$ cat src/rtl/sm_mult_datapath.sv
// sm_mult_datapath: register/arithmetic half of the shift-add sequential
// multiplier. Holds the multiplicand (MD), multiplier (MR), the 2*WIDTH-bit
// running sum (RS) and the carry flop between an add and the following shift.
// All sequencing comes from the external controller through the strobes.
//
// Optional build macro SMDP_SHIFT_CHECK_EN adds a shift counter (shcnt) and a
// sticky protocol error flag (err) that catches controller sequencing faults.
module sm_mult_datapath #(
  parameter int WIDTH = 4
) (
  input  logic               clk,
  input  logic               rst,
  input  logic [WIDTH-1:0]   mdin,
  input  logic [WIDTH-1:0]   mrin,
  input  logic               mdld,
  input  logic               mrld,
  input  logic               rsload,
  input  logic               rsclear,
  input  logic               rsshr,
`ifdef SMDP_SHIFT_CHECK_EN
  output logic [$clog2(WIDTH+1):0] shcnt,
  output logic               err,
`endif
  output logic [WIDTH-1:0]   mr,
  output logic [2*WIDTH-1:0] product
);

  logic [WIDTH-1:0]   md_q;
  logic [WIDTH-1:0]   mr_q;
  logic [2*WIDTH-1:0] rs_q;
  logic               carry_q;

  logic [WIDTH:0]     sum;
  logic [2*WIDTH-1:0] rs_d;
  logic               carry_d;

  // Adder always sees the MD held before the edge, so a same-cycle mdld
  // never feeds the add.
  assign sum = {1'b0, rs_q[2*WIDTH-1:WIDTH]} + {1'b0, md_q};

  // Next running sum and carry: clear beats add, fused add-shift drops the
  // adder carry straight into the MSB, plain shift drains the held carry.
  always_comb begin
    rs_d    = rs_q;
    carry_d = carry_q;
    if (rsclear) begin
      rs_d    = '0;
      carry_d = 1'b0;
    end else if (rsload && !rsshr) begin
      rs_d    = {sum[WIDTH-1:0], rs_q[WIDTH-1:0]};
      carry_d = sum[WIDTH];
    end else if (rsload && rsshr) begin
      rs_d    = {sum, rs_q[WIDTH-1:1]};
      carry_d = 1'b0;
    end else if (rsshr) begin
      rs_d    = {carry_q, rs_q[2*WIDTH-1:1]};
      carry_d = 1'b0;
    end
  end

  // Operand and running-sum registers; reset wins over every strobe.
  always_ff @(posedge clk) begin
    if (rst) begin
      md_q    <= '0;
      mr_q    <= '0;
      rs_q    <= '0;
      carry_q <= 1'b0;
    end else begin
      if (mdld) md_q <= mdin;
      if (mrld) mr_q <= mrin;
      rs_q    <= rs_d;
      carry_q <= carry_d;
    end
  end

  assign mr      = mr_q;
  assign product = rs_q;

`ifdef SMDP_SHIFT_CHECK_EN
  localparam int CW = $clog2(WIDTH+1) + 1;
  localparam logic [CW-1:0] SH_FULL = CW'(WIDTH);

  logic [CW-1:0] shcnt_q;
  logic          err_q;
  logic          over_shift;
  logic          lost_carry;
  logic          load_mid_op;

  // Protocol fault detectors evaluated against the state before the edge.
  assign over_shift  = rsshr && (shcnt_q == SH_FULL);
  assign lost_carry  = rsload && !rsshr && carry_q;
  assign load_mid_op = (mdld || mrld) && (shcnt_q != '0) && (shcnt_q < SH_FULL);

  // Shift counter saturates instead of wrapping; err is sticky until a clear.
  always_ff @(posedge clk) begin
    if (rst || rsclear) begin
      shcnt_q <= '0;
      err_q   <= 1'b0;
    end else begin
      if (rsshr && (shcnt_q != '1)) shcnt_q <= shcnt_q + 1'b1;
      if (over_shift || lost_carry || load_mid_op) err_q <= 1'b1;
    end
  end

  assign shcnt = shcnt_q;
  assign err   = err_q;
`endif

endmodule
$ cat config.mk
export PLATFORM = sky130hd
export DESIGN_NAME = sm_mult_datapath
export DESIGN_NICKNAME = d
export VERILOG_FILES = /design/src/rtl/sm_mult_datapath.sv
export SDC_FILE = /design/constraint.sdc
export NUM_CORES = 1
export LEC_CHECK = 0
export BUFFER_PORTS_ARGS = -buffer_cell sky130_fd_sc_hd__buf_2
export CAP_MARGIN = 20
export CORE_UTILIZATION = 40
export DETAILED_ROUTE_END_ITERATION = 6
export GPL_TIMING_DRIVEN = 0
export PLACE_DENSITY = 0.66
export SLEW_MARGIN = 15
export SYNTH_ARGS = -nofsm -noshare
export SYNTH_HDL_FRONTEND = slang
export SYNTH_SLANG_ARGS = --single-unit
$ cat constraint.sdc
create_clock -name clk -period 1.75 [get_ports clk]
set_input_delay 0.4375 -clock clk [delete_from_list [all_inputs] [get_ports clk]]
set_output_delay 0.4375 -clock clk [all_outputs]
set_load 0.02 [all_outputs]
==> out/metrics.yaml <==
clkTransAtPathRegs_ps: 100
cts_buffers: 3
grt_pass1_vias: 540
fin_crit_sh: 0.9325
h-tree-depth: 1
grt_pass1_wl_mm: 2.311
first_pass_iters: 4
power.ir.vdd_worst_mv: 0.4444
netlist_instances: 91
path_delay_family: "adder cells"
synth-seq-cells: 17
ys_seq_area_frac: 0.3982
drive_gt1_frac: 0.2931
required_ps: 1970
synth_area_um2: 854.6
drv_cap: 0
routed_wl_mm: 1.583
hp-class: "in2reg"
rrSetupSlack_ps: 120
final_nets: 137
synth.avg_cell_area_um2: 9.391
hold_buffers: 0
routed_via_density: 4.972
startpoint_type: "flop"
maxSlewViolCount: 0
drtIter0Drc: 4
gp_congestion: 0.7547
antenna_left: 0
wl_per_cell_um: 11.07
rsz0062_at_grt: "false"
grt.total_usage: 0.1454
cp_num_buf_inv: 1
leakage_nw: 0.5163
gr-total-overflow: 0
start_util: 0.4312
rows: 16
max_slew.worst_pin.slew_ps: 291.0
cts_root_buf: "clkbuf_4"
min_period_ps: 1632
end_kind: "flop"
dp_hpwl_mm: 1.219
crit_fanout: 4
timing.hold.ws_ps: 337.9
power_mw: 0.7580
worst-r2r-cell-count: 6
vias: 711
ios: 27
crit_cells: 6
path_class: "reg2reg"
antenna_found_initial: 0
cts_setup_buffers: 0
crit_slowest_cell: "fa_1"
status: "finished clean"
startpoint: "product[4]"
path_cells: "ha_1 > inv_1 > fa_1 > o21ai_2 > a31oi_1 > a221oi_2"
pre_cts_slack_ps: 21.07
finalHoldViolCount: 0
drc_errors: 0
clock.fmax_mhz: 612.8
core-area_mm2: 0.001982
setup_ws_ps: 118.1
relSlewSlack: 0.8060
cts_resized: 1
arrival_ps: 1850
fin_setup_tns_ps: 0
endpoint: "product[7]"
synth_nets: 111
cts.sinks: 17
cts_buffer_depth: 2
p_per_area_mw_per_mm2: 740.6
synthDistinctLibCells: 26
cpPeakStageDelay_ps: 420
die_area_mm2: 0.002325
stdcell_count: 143
syn_to_final_growth_pct: 19.77
cts_tree: "yes"
skew_ps: 3.473
dieWidth_um: 48.22
grt_max_degree: 11
synth_warnings: 0
clock_latency_ps: 290
dp.cells: 139
setup_viol: 0
r2r-end: "product[7]"
die_y_um: 48.22
diodes: 0
reg2reg_from: "product[4]"
io_buffers: 21
-- layout by cell type (no fill, tap or decap) --
master	Yosys	final
o21ai_2	0	1
or2_2	2	2
inv_1	6	6
a221oi_2	1	1
mux2i_1	15	15
o2111a_1	1	1
and3_4	1	1
a21o_2	1	1
a21oi_1	4	4
o21ai_0	4	3
buf_6	1	1
clkbuf_2	1	1
clkbuf_4	0	3
or3_1	1	1
a211oi_1	3	3
buf_2	2	23
a31oi_1	1	1
dfxtp_1	17	17
nor2b_1	1	1
a21o_1	1	1
nand2_1	2	2
nor2_1	15	15
o311ai_1	0	1
nand3_1	1	1
fa_1	1	1
clkbuf_1	3	4
ha_1	4	4
xnor2_1	1	1
-- per-stage QoR --
stage | utilization | area, um2
2_1_floorplan | - | 854.6
5_1_grt | 0.5164 | 1023
6_report | 0.5164 | 1023
4_1_cts | 0.5145 | 1020
3_3_place_gp | 0.5013 | 993.5
3_5_place_dp | 0.5013 | 993.5
-- worst min-delay path by stage --
stage	cells after the start	slack [ps]	to	startpoint
floorplan	2	460	md_q[0]	md_q[0]
global placement	2	470	mr[0]	mr[0]
detailed placement	2	480	mr[2]	mr[2]
CTS	2	330	mr[3]	rst
global route	2	330	mr[1]	rst
finish	2	340	mr[3]	rst
-- synth_stat cells --
cell type	instances	share of area
a211oi_1	3	0.026
a21o_1	1	0.0088
a21o_2	1	0.010
a21oi_1	4	0.023
a221oi_2	1	0.018
a31oi_1	1	0.0073
and3_4	1	0.013
buf_2	2	0.012
buf_6	1	0.013
clkbuf_1	3	0.013
clkbuf_2	1	0.0059
dfxtp_1	17	0.40
fa_1	1	0.023
ha_1	4	0.059
inv_1	6	0.026
mux2i_1	15	0.18
nand2_1	2	0.0088
nand3_1	1	0.0059
nor2_1	15	0.066
nor2b_1	1	0.0073
o2111a_1	1	0.013
o21ai_0	4	0.023
o311ai_0	1	0.010
or2_2	2	0.015
or3_1	1	0.0073
xnor2_1	1	0.010
-- cell type report --
| type | instances | area, um2 |
|---|---|---|
| multi-input cells | 61 | 457.9 |
| repair buffers | 21 | 105.1 |
| fillers | 199 | 958.4 |
| clock buffers | 4 | 26.28 |
| plain buffers | 7 | 37.54 |
| well taps | 27 | 33.78 |
| flip-flops and latches | 17 | 340.3 |
| inverters | 6 | 22.52 |
-- registers in the layout, indices dropped and copies added, names as in the netlist --
signal / count
product: 8
md_q: 4
mr: 4
carry_q: 1
-- layer usage --
metal / vias to the layer above / global-route usage / wire length (um)
li1: 365 / - / -
met1: 322 / 0.2036 / 767
met2: 20 / 0.2107 / 727
met3: 4 / 0.03333 / 71
met4: 0 / 0.06667 / 18
met5: - / 0 / 0
-- report_power, final --
part / total (mW) / switching, mW / internal (mW)
sequential: 0.415 / 0.0113 / 0.403
combinational: 0.131 / 0.0726 / 0.0580
clock: 0.213 / 0.124 / 0.0886
total: 0.758 / 0.208 / 0.550
-- worst register-to-register path, cell delays in order (launching register included) --
cell and delay [ps]:
dfxtp_1 390, ha_1 190, inv_1 50, fa_1 420
o21ai_2 160, a31oi_1 110, a221oi_2 230
-- kinds of logic after synthesis --
logic type	Yosys count	synth area share
XOR/XNOR	1	0.01025
adder cells (fa/ha/maj)	5	0.08199
multiplexers	15	0.1757
AND/OR/NAND/NOR	23	0.1230
flip-flops	17	0.3982
buffers and inverters	13	0.07027
AO/OA/AOI/OAI	17	0.1406
Note: power is estimated with default switching activity, not from simulation.
